File: src/rtl/systolic_skew_feeder_if.sv
// AXI-Stream sample channel into the systolic skew feeder.
// Handshake: a beat transfers on a rising clock edge where tvalid && tready; the master holds tdata/tlast stable while tvalid is high and tready is low.
interface systolic_skew_feeder_if #(
    parameter int WIDTH = 16
);
    logic [WIDTH-1:0] tdata;
    logic             tvalid;
    logic             tready;
    logic             tlast;

    modport master (output tdata, output tvalid, output tlast, input tready);
    modport slave  (input tdata, input tvalid, input tlast, output tready);
endinterface

File: src/rtl/systolic_skew_feeder.sv
// Collects an AXI-Stream into N-element vectors and feeds them to the array rows with a k-cycle diagonal skew.
// Optional FEEDER_STATS_EN adds a 16-bit issued-vector counter output (vec_count).
module systolic_skew_feeder #(
    parameter int WIDTH = 16,
    parameter int N     = 4,
    parameter int CNT_W = 5
) (
    input  logic                   aclk,
    input  logic                   aresetn,
    systolic_skew_feeder_if.slave  s_axis,
    output logic [N*WIDTH-1:0]     a_out,
    output logic [N-1:0]           a_valid,
    output logic                   done,
`ifdef FEEDER_STATS_EN
    output logic [15:0]            vec_count,
`endif
    output logic                   o_dbg_state
);

    typedef enum logic {
        COLLECT = 1'b0,
        DRAIN   = 1'b1
    } state_t;

    state_t           r_state;
    logic [CNT_W-1:0] r_cnt;
    logic [CNT_W-1:0] r_drain;
    logic             r_tready;
    logic             r_done;
    logic [WIDTH-1:0] r_buf [0:N-2];

    logic             w_beat;
    logic             w_complete;
    logic             w_issue;
    logic [WIDTH-1:0] w_vec [0:N-1];

    assign s_axis.tready = r_tready;
    assign done          = r_done;
    assign o_dbg_state   = r_state;

    assign w_beat     = s_axis.tvalid && r_tready;
    assign w_complete = (r_cnt == CNT_W'(N-1)) || s_axis.tlast;
    assign w_issue    = w_beat && w_complete;

    // The completing beat bypasses the buffer; slots past it are zero padding.
    always_comb begin
        for (int i = 0; i < N; i++) begin
            w_vec[i] = '0;
        end
        for (int i = 0; i < N-1; i++) begin
            if (CNT_W'(i) < r_cnt) begin
                w_vec[i] = r_buf[i];
            end else if (CNT_W'(i) == r_cnt) begin
                w_vec[i] = s_axis.tdata;
            end
        end
        if (r_cnt == CNT_W'(N-1)) begin
            w_vec[N-1] = s_axis.tdata;
        end
    end

    always_ff @(posedge aclk or negedge aresetn) begin
        if (!aresetn) begin
            r_state  <= COLLECT;
            r_cnt    <= '0;
            r_drain  <= '0;
            r_tready <= 1'b0;
            r_done   <= 1'b0;
            for (int i = 0; i < N-1; i++) begin
                r_buf[i] <= '0;
            end
        end else begin
            case (r_state)
                COLLECT: begin
                    r_tready <= 1'b1;
                    r_done   <= 1'b0;
                    if (w_beat) begin
                        if (w_complete) begin
                            r_cnt <= '0;
                            if (s_axis.tlast) begin
                                r_state  <= DRAIN;
                                r_tready <= 1'b0;
                                r_drain  <= '0;
                            end
                        end else begin
                            r_cnt <= r_cnt + CNT_W'(1);
                            for (int i = 0; i < N-1; i++) begin
                                if (r_cnt == CNT_W'(i)) begin
                                    r_buf[i] <= s_axis.tdata;
                                end
                            end
                        end
                    end
                end
                DRAIN: begin
                    // done lines up with the last row of the final vector.
                    r_done <= (r_drain == CNT_W'(N-2));
                    if (r_drain == CNT_W'(N-1)) begin
                        r_state  <= COLLECT;
                        r_tready <= 1'b1;
                        r_drain  <= '0;
                    end else begin
                        r_drain <= r_drain + CNT_W'(1);
                    end
                end
                default: begin
                    r_state <= COLLECT;
                end
            endcase
        end
    end

    // Row k is a (k+1)-deep register line; idle slots carry zero data.
    for (genvar k = 0; k < N; k++) begin : g_row
        logic [WIDTH-1:0] r_d [0:k];
        logic [k:0]       r_v;

        always_ff @(posedge aclk or negedge aresetn) begin
            if (!aresetn) begin
                for (int j = 0; j <= k; j++) begin
                    r_d[j] <= '0;
                end
                r_v <= '0;
            end else begin
                r_d[0] <= w_issue ? w_vec[k] : '0;
                for (int j = 1; j <= k; j++) begin
                    r_d[j] <= r_d[j-1];
                end
                r_v <= (r_v << 1) | (k+1)'(w_issue);
            end
        end

        assign a_out[k*WIDTH +: WIDTH] = r_d[k];
        assign a_valid[k]              = r_v[k];
    end

`ifdef FEEDER_STATS_EN
    logic [15:0] r_vec_count;

    always_ff @(posedge aclk or negedge aresetn) begin
        if (!aresetn) begin
            r_vec_count <= '0;
        end else if (w_issue) begin
            r_vec_count <= r_vec_count + 16'd1;
        end
    end

    assign vec_count = r_vec_count;
`endif

endmodule

File: src/flat_wrapper.sv
// flat-port wrapper written by rule: the top's interface ports become plain ports
module systolic_skew_feeder_flat 
#(
    parameter int WIDTH = 16,
    parameter int N     = 4,
    parameter int CNT_W = 5
)
  (aclk, aresetn, a_out, a_valid, done, o_dbg_state, s_axis_tdata, s_axis_tvalid, s_axis_tlast, s_axis_tready);
  systolic_skew_feeder_if #(.WIDTH(WIDTH)) s_axis_i ();
  input  logic aclk;
  input  logic aresetn;
  output logic [N*WIDTH-1:0] a_out;
  output logic [N-1:0] a_valid;
  output logic done;
  output logic o_dbg_state;
  input wire logic [$bits(s_axis_i.tdata)-1:0] s_axis_tdata;
  input wire logic [$bits(s_axis_i.tvalid)-1:0] s_axis_tvalid;
  input wire logic [$bits(s_axis_i.tlast)-1:0] s_axis_tlast;
  output wire logic [$bits(s_axis_i.tready)-1:0] s_axis_tready;
  assign s_axis_i.tdata = s_axis_tdata;
  assign s_axis_i.tvalid = s_axis_tvalid;
  assign s_axis_i.tlast = s_axis_tlast;
  assign s_axis_tready = s_axis_i.tready;
  systolic_skew_feeder #(.WIDTH(WIDTH), .N(N), .CNT_W(CNT_W)) u_core (.aclk(aclk), .aresetn(aresetn), .s_axis(s_axis_i), .a_out(a_out), .a_valid(a_valid), .done(done), .o_dbg_state(o_dbg_state));
endmodule
File: config.mk
export PLATFORM = sky130hd
export DESIGN_NAME = systolic_skew_feeder_flat
export DESIGN_NICKNAME = d
export VERILOG_FILES = /design/src/rtl/systolic_skew_feeder_if.sv /design/src/rtl/systolic_skew_feeder.sv /design/src/flat_wrapper.sv
export SDC_FILE = /design/constraint.sdc
export NUM_CORES = 1
export LEC_CHECK = 0
export BUFFER_PORTS_ARGS = -buffer_cell sky130_fd_sc_hd__buf_2
export CAP_MARGIN = 20
export CORE_MARGIN = 3
export CORE_UTILIZATION = 60
export DETAILED_ROUTE_END_ITERATION = 8
export PLACE_DENSITY = 0.79
export SLEW_MARGIN = 20
export SYNTH_ARGS = -nofsm -noshare
export SYNTH_HDL_FRONTEND = slang
export SYNTH_SLANG_ARGS = --single-unit
File: constraint.sdc
create_clock -name aclk -period 3.6 [get_ports aclk]
set_input_delay 0 -clock aclk [delete_from_list [all_inputs] [get_ports aclk]]
set_output_delay 0 -clock aclk [all_outputs]
set_load 0.03 [all_outputs]
==> out/qor.yml, run 1 <==
p_leak_uw: 0.00462
routed_wl_um: 15900
fp-row-count: 41
pwr-share-clk_pct: 29.2
worst_slack_ns: 0.898
syn-num-nets: 585
vias: 4565
die_height_um: 122
grt_antenna_before_repair: 0
antenna_cells: 0
fp.dieW_um: 122
crit_chain: "clkinv_1, ha_1, nor4b_4, buf_4, and3_1, mux2_2"
irDropWorstVdd_v: 0.000618
p_sw_share_pct: 32.2
synthesis.area_um2: 8060
port_buffers: 90
htree_levels: 1
grt_max_degree: 134
clock-root-buffer: "clkbuf_16"
postCtsSetupBuffers: 0
synthArstFlopShare_pct: 100
ioPinCount: 91
p_switching_uw: 2390
finalNetCount: 648
drive_above_1_share_pct: 29.3
finalHoldViolCount: 0
crit_path_end_kind: "register"
core_um2: 12900
gp_congestion: 0.786
yosysTopAreaCell: "dfrtp_1"
dpl.hpwl_um: 9100
synth_top_flop_cell: "dfrtp_1"
grt_pass1_vias: 4786
insertion_delay_ns: 0.48
seq_area_frac_synth_pct: 69.9
numClockSinks: 225
setup_tns_ns: 0
die-area_um2: 14900
cts_resized: 0
yosys-top-cells-area: "dfrtp_1, buf_4, mux2_2, mux2_4, a21oi_1"
cp_max_fo: 19
cts_hold_buf: 20
grt_pass1_wl_um: 25500
ys_seq_elements: 225
max_slew_margin_pct: 28.3
final_antenna_net_count: 0
finalCritPeriodShare_pct: 75.1
worst_setup_path_start_kind: "register"
clockBufferDepth: 3
synth_warnings: 0
grt-ovfl-total: 0
fin_crit_ns: 2.70
status: "completed"
crit_buf_inv: 2
clk_pin_slew_worst_paths_ns: 0.06
drv_slew: 0
track_usage_pct: 22.0
pwr-share-seq_pct: 44.9
route.detailed.drc: 0
hp-class: "in -> async"
drv_cap: 0
power_density_nw_per_um2: 812
cts_tree: "done"
critical_path.top_delay_family: "simple AND/OR/NAND/NOR gates"
slowest_delay_ns: 0.82
fmax_mhz: 370
combPwrFrac_pct: 25.9
fin_skew_ns: 0.0163
synth_edf_count: 0
areaGrowthSynthToFinish_pct: 13.7
drt_iter0_drc: 535
synth_top_area_share_pct: 69.9
worstMarginPinSlew_ns: 1.08
numCtsBuffers: 21
crit_type: "reg -> reg"
setup_viol: 0
internal_power_uw: 5050
reg2reg_slack_ns: 0.90
postLayoutCellArea_um2: 9170
synth.distinct_cells: 43
wl_per_cell_um: 19.6
arrival_ns: 3.07
synth.avg_cell_area_um2: 14.4
via_per_inst: 5.64
start_util_pct: 62.6
critPathSlowestCell: "and3_1"
grt_setup_unrepaired: "no"
pre_cts_ws_ns: 0.933
crit_required_ns: 3.97
first_pass_iters: 5
synth_cells: 560
post_dp_cell_area_um2: 8280
[final timing paths]
| path | start | to | cells past startpoint |
|---|---|---|---|
| setup / recovery | u_core.r_cnt[0] | u_core.r_buf[1] | 6 |
| min in group aclk | u_core.g_row[3].r_d[55] | u_core.g_row[3].r_d[39] | 0 |
| setup reg to reg | u_core.r_cnt[0] | u_core.r_buf[1] | 6 |
| hold / removal | aresetn | u_core.a_out[52] | 2 |
| hold reg to reg | u_core.g_row[3].r_d[55] | u_core.g_row[3].r_d[39] | 0 |
| max in group asynchronous | aresetn | u_core.g_row[3].r_d[30] | 3 |
[cell usage in the layout (no fill, tap or decap), drive strengths merged, types with 18 or more instances in the layout]
cell type / n
dlygate4sd3: 20
dfrtp: 225
mux2: 49
clkbuf: 31
a21oi: 32
buf: 100
nand3: 20
o21ai: 22
nand2: 23
nand4: 18
[kinds of logic (layout without fill, tap and decap cells)]
group                      Yosys count  in the layout  synth area share [%]
muxes                               49             49                  7.78
xor gates and xnor gates             1              1                 0.109
AOI/OAI and AO/OA                   82             82                  6.32
and+or+nand+nor                    113            113                  8.27
adders and majority gates            5              5                 0.776
buffers and inverters               85            163                  6.89
DFF                                225            225                  69.9
[state kept, by name (all words and copies together), names as in the netlist]
register / cells
u_core.g_row.r_d: 112
u_core.r_cnt: 5
u_core.s_axis.tready: 1
u_core.r_buf: 48
u_core.a_out: 48
u_core.done: 1
u_core.r_drain: 5
u_core.g_row.r_v: 4
u_core.o_dbg_state: 1
[layer usage]
metal  up-vias  GRT usage, %  share of wire [%]
met2       181          36.9                 51
met3        27          4.09                6.9
met4         0          5.25                1.6
li1       2011             -                  -
met5         -             0                  0
met1      2346          30.3                 41
[final cells by class]
type | count | area, um2
flip-flops and latches | 225 | 5630
fillers | 788 | 3710
multi-input cells | 250 | 1880
repair buffers | 120 | 736
clock buffers | 31 | 593
well taps | 172 | 215
clock inverters | 7 | 91.3
inverters | 5 | 18.8
[metrics by stage]
| stage | std cells | hold slack, ns | utilization, % | total power, uW |
|---|---|---|---|---|
| detailed placement | 752 | 0.185 | 64.3 | 5220 |
| global route | 810 | 0.304 | 71.2 | 7810 |
| global placement | 752 | 0.164 | 64.3 | 5100 |
| floorplan | 560 | -0.296 | - | 4750 |
| CTS | 810 | 0.281 | 71.2 | 7450 |
| finish | 810 | 0.210 | 71.2 | 7440 |
[power groups by stage]
stage | Clock [uW] | Sequential (uW) | Combinational [uW]
floorplan | 0 | 3390 | 1360
global placement | 0 | 3320 | 1780
detailed placement | 0 | 3350 | 1870
CTS | 2210 | 3330 | 1910
global route | 2320 | 3390 | 2090
finish | 2170 | 3340 | 1930
[Yosys cell counts (2+ instances only)]
library cell,instances
ha_1,5
nand3_1,20
mux2_4,20
nand2_1,23
clkbuf_1,21
nor4_1,2
o41ai_1,2
o31ai_1,2
nor2_1,16
buf_6,6
inv_1,4
a32oi_1,16
and3_1,3
a22o_1,2
o21ai_0,21
nor2b_1,4
mux2_2,29
and2_1,16
nor4b_4,2
nand4_1,17
buf_4,50
dfrtp_1,225
buf_2,3
a21oi_1,32
Power figures use the tool's default switching activity.
==> inputs of run 2 (changes only) <==
--- a/config.mk
+++ b/config.mk
@@ -8,9 +8,9 @@
 export BUFFER_PORTS_ARGS = -buffer_cell sky130_fd_sc_hd__buf_2
 export CAP_MARGIN = 20
 export CORE_MARGIN = 3
-export CORE_UTILIZATION = 60
+export CORE_UTILIZATION = 52
 export DETAILED_ROUTE_END_ITERATION = 8
-export PLACE_DENSITY = 0.79
+export PLACE_DENSITY = 0.73
 export SLEW_MARGIN = 20
 export SYNTH_ARGS = -nofsm -noshare
 export SYNTH_HDL_FRONTEND = slang
==> constraint.sdc (replaced) <==
create_clock -name aclk -period 2.35 [get_ports aclk]
set_input_delay 0 -clock aclk [delete_from_list [all_inputs] [get_ports aclk]]
set_output_delay 0 -clock aclk [all_outputs]
set_load 0.03 [all_outputs]
==> run 2 against run 1 <==
Cell count increased by 2.6%; first-iteration DRC count down 40%; sequential cell count did not move; critical path depth down 2; sequential share of layout area decreased by 1.0 points; critical endpoint is now u_core.r_buf[35].
==> out/qor.yml, run 2 (synthesized netlist as in run 1, its figures left out) <==
clockBufferDepth: 3
largest_reg_flops: 112
crit_path_end_kind: "register"
power.total_uw: 11500
setup_viol: 0
port_buffers: 90
drv_cap: 0
die_height_um: 131
clk_pin_slew_worst_paths_ns: 0.06
grt_antenna_before_repair: 0
arrival_ns: 2.56
ioPinCount: 91
layout_commonest_cell: "dfrtp_1"
first_pass_iters: 5
drive_above_1_share_pct: 31.2
gp_congestion: 0.800
grt-ovfl-total: 0
routed_wl_um: 15200
max_slew_margin_pct: 37.8
use_met1_pct: 25.5
antenna_cells: 0
grt_setup_unrepaired: "no"
fp-row-count: 44
drv_slew: 0
start_util_pct: 54.2
postCtsSetupBuffers: 0
clock-root-buffer: "clkbuf_16"
cp_max_fo: 10
via_per_inst: 5.51
core_um2: 14900
fin_crit_ns: 2.19
nFillCells: 1075
finalNetCount: 658
met2_usage_pct: 29.2
irDropWorstVdd_v: 0.000659
drt_iter0_drc: 319
power_density_nw_per_um2: 1230
crit_type: "reg -> reg"
numClockSinks: 225
grt_pass1_wl_um: 24500
grt.met3_usage_pct: 3.17
dpl.hpwl_um: 9220
fmax_mhz: 457
finalHoldViolCount: 0
setup_tns_ns: 0
crit_required_ns: 2.72
fp.dieW_um: 131
hp-class: "in -> async"
die-area_um2: 17000
final_antenna_net_count: 0
numCtsBuffers: 22
grt_pass1_vias: 4629
route.detailed.drc: 0
areaGrowthSynthToFinish_pct: 15.6
cts_tree: "done"
grt_max_degree: 104
finalCritPeriodShare_pct: 93.1
htree_levels: 1
top_usage_layer: "met2"
worst_setup_path_start_kind: "register"
p_leak_uw: 0.00470
top_register: "u_core.g_row.r_d"
worstMarginPinSlew_ns: 0.921
insertion_delay_ns: 0.49
track_usage_pct: 18.1
final_cell_mix: "dfrtp_1, buf_2, a21oi_1, mux2_2"
vias: 4582
status: "completed"
fin_skew_ns: 0.00760
wl_per_cell_um: 18.3
-- run 2: area by class of cell --
| class | instances | area (um2) | share of cell area [%] |
|---|---|---|---|
| clock buffers | 28 | 634 | 6.81 |
| clock inverters | 10 | 77.6 | 0.832 |
| inverters | 5 | 18.8 | 0.201 |
| multi-input cells | 250 | 1890 | 20.3 |
| flip-flops and latches | 225 | 5630 | 60.4 |
| well taps | 184 | 230 | 2.47 |
| repair buffers | 129 | 841 | 9.02 |
-- run 2: what timing repair did --
| action | in CTS | in global routing |
|---|---|---|
| setup endpoints to repair | 0 | 9 |
| hold endpoints to repair | 219 | 0 |
| hold buffers | 20 | 0 |
| resized for setup | 0 | 1 |
-- run 2: metal layers --
metal  wire length, um  part of all wire, %
met3               943                  6.2
met1              6430                   42
met2              7580                   50
met5                 0                    0
met4               249                  1.6
-- run 2: worst paths after layout --
kind	start	endpoint	slack [ns]	depth (start not counted)
min reg2reg	u_core.g_row[2].r_d[36]	u_core.g_row[2].r_d[20]	0.35	0
max reg2reg	u_core.s_axis.tready	u_core.r_buf[35]	0.16	4
max	u_core.s_axis.tready	u_core.r_buf[35]	0.16	4
min	aresetn	u_core.a_out[59]	0.14	2
max in group asynchronous	aresetn	u_core.r_buf[2]	1.44	3
min in group aclk	u_core.g_row[2].r_d[36]	u_core.g_row[2].r_d[20]	0.35	0
-- run 2: through the flow --
step                util (%)  worst slack, ns  hold slack [ns]  cells  cell area [um2]
global route            62.7           0.0579            0.203    831             9320
CTS                     62.7            0.110            0.170    831             9310
floorplan                  -           0.0522           -0.296    560             8060
global placement        56.5            0.256           0.0678    773             8400
finish                  62.7            0.162            0.142    831             9320
detailed placement      56.5            0.138           0.0878    773             8400
-- run 2: power by group --
group          total [uW]  internal [uW]  switching (uW)
logic                3050           1180            1870
clock network        3390           2010            1380
registers            5070           4640             430
-- run 2: critical path, stage by stage, from the launching register on --
cell      delay, ns
dfrtp_1        0.46
nor4bb_1       0.74
and3_1         0.28
buf_4          0.23
mux2_2         0.37
==> inputs of run 3 (changes only) <==
--- a/config.mk
+++ b/config.mk
@@ -11,6 +11,7 @@
 export CORE_UTILIZATION = 52
 export DETAILED_ROUTE_END_ITERATION = 8
 export PLACE_DENSITY = 0.73
+export REMOVE_ABC_BUFFERS = 1
 export SLEW_MARGIN = 20
 export SYNTH_ARGS = -nofsm -noshare
 export SYNTH_HDL_FRONTEND = slang
==> run 3 against run 2 <==
Hold slack worse by 0.016 ns; largest cell class unchanged; critical path type unchanged; global-route usage increased by 0.44 points; cell count up 0.96%; highest routed layer unchanged; sequential share of layout area fell by 0.77 points.
==> out/qor.yml, run 3 (synthesized netlist as in run 1, its figures left out) <==
irDropWorstVdd_v: 0.000590
setup_viol: 0
final_antenna_net_count: 0
fin_crit_ns: 2.16
cts_resized: 0
nFillCells: 1081
via_per_inst: 5.45
power_density_nw_per_um2: 1270
ioPinCount: 91
first_pass_iters: 4
finalNetCount: 664
core_um2: 14900
fp-row-count: 44
htree_levels: 1
grt-ovfl-total: 0
drv_slew: 0
die_height_um: 131
drive_above_1_share_pct: 32.1
fin_skew_ns: 0.00607
grt_setup_unrepaired: "no"
setup_tns_ns: 0
crit_type: "reg -> reg"
track_usage_pct: 18.6
cp_max_fo: 14
final_cell_mix: "dfrtp_1, buf_2, a21oi_1, mux2_2"
grt_max_degree: 102
max_slew_margin_pct: 38.9
clockBufferDepth: 3
drv_cap: 0
vias: 4575
worstMarginPinSlew_ns: 0.904
place_inst: 779
route.detailed.drc: 0
port_buffers: 90
hp-class: "in -> async"
fp.dieW_um: 131
crit_path_end_kind: "register"
grt_pass1_vias: 4798
fmax_mhz: 462
grt_pass1_wl_um: 25000
insertion_delay_ns: 0.49
finalHoldViolCount: 0
drt_iter0_drc: 284
gp_congestion: 0.778
clk_pin_slew_worst_paths_ns: 0.07
grt_antenna_before_repair: 0
finalCritPeriodShare_pct: 92.1
dpl.hpwl_um: 9230
top_register: "u_core.g_row.r_d"
arrival_ns: 2.54
p_leak_uw: 0.00476
routed_wl_um: 15300
clock-root-buffer: "clkbuf_16"
numClockSinks: 225
wl_per_cell_um: 18.3
numCtsBuffers: 22
crit_required_ns: 2.73
die-area_um2: 17000
areaGrowthSynthToFinish_pct: 17.1
fin_cells: 839
postCtsSetupBuffers: 0
antenna_cells: 0
layout_commonest_cell: "dfrtp_1"
cts_tree: "done"
start_util_pct: 54.2
status: "completed"
worst_setup_path_start_kind: "register"
largest_reg_flops: 112
## run 3: cell count changes in the layout (fill, tap and decap cells not counted), sizes merged
cell / delta
clkinvlp: +1
inv: +2
clkinv: -3
buf: +6
bufinv: +3
clkbuf: -1
## run 3: stage by stage
| stage | power, uW | cell area (um2) | hold WS, ns | util (%) | worst slack, ns |
|---|---|---|---|---|---|
| after floorplan | 7020 | 7520 | -0.296 | - | -0.947 |
| after global placement | 8000 | 8430 | 0.0646 | 56.7 | 0.296 |
| after detailed placement | 8180 | 8430 | 0.0761 | 56.7 | 0.220 |
| after CTS | 12100 | 9440 | 0.154 | 63.5 | 0.172 |
| after global routing | 12600 | 9440 | 0.188 | 63.5 | 0.0774 |
| final | 12000 | 9440 | 0.126 | 63.5 | 0.185 |
## run 3: layer usage
metal	vias up	track usage [%]	share of wire, %
met2	152	30.4	50
met3	33	3.33	5.3
met4	0	6.47	2.2
met1	2337	25.4	42
li1	2053	-	-
met5	-	0	0
## run 3: worst max-delay path, cell delays in order, from the launching register on
cell and delay, ns:
dfrtp_1 0.39, clkinv_1 0.38, ha_1 0.39, nor4b_4 0.14, and3_1 0.21, buf_4 0.21, mux2_4 0.31
## run 3: repair_timing
action                     in CTS  in global routing
hold buffers                   20                  0
hold endpoints to repair      214                  0
setup endpoints to repair       0                  0
## run 3: final cells by class
class                      count  area [um2]  area share (%)
clock inverter                13         188            1.99
multi-input combinational    250        1880            19.9
sequential                   225        5630            59.6
clock buffer                  27         621            6.57
timing repair buffer         135         873            9.25
tap                          184         230            2.44
inverter                       5        18.8           0.199
## run 3: worst paths after layout
check                                   startpoint                 endpoint  slack (ns)  cells after the start
setup / recovery                   u_core.r_cnt[0]          u_core.r_buf[8]        0.19                      6
hold / removal                             aresetn         u_core.a_out[48]        0.13                      2
setup reg to reg                   u_core.r_cnt[0]          u_core.r_buf[8]        0.19                      6
hold reg to reg            u_core.g_row[2].r_d[36]  u_core.g_row[2].r_d[20]        0.34                      0
max in group asynchronous                  aresetn        u_core.r_drain[3]        1.35                      3
min in group aclk          u_core.g_row[2].r_d[36]  u_core.g_row[2].r_d[20]        0.34                      0
## run 3: where the power goes
group          switching [uW]  internal [uW]  total, uW  leakage (uW)
registers                 449           4640       5090       0.00305
logic                    1900           1220       3130       0.00132
clock network            1450           2340       3790      0.000394
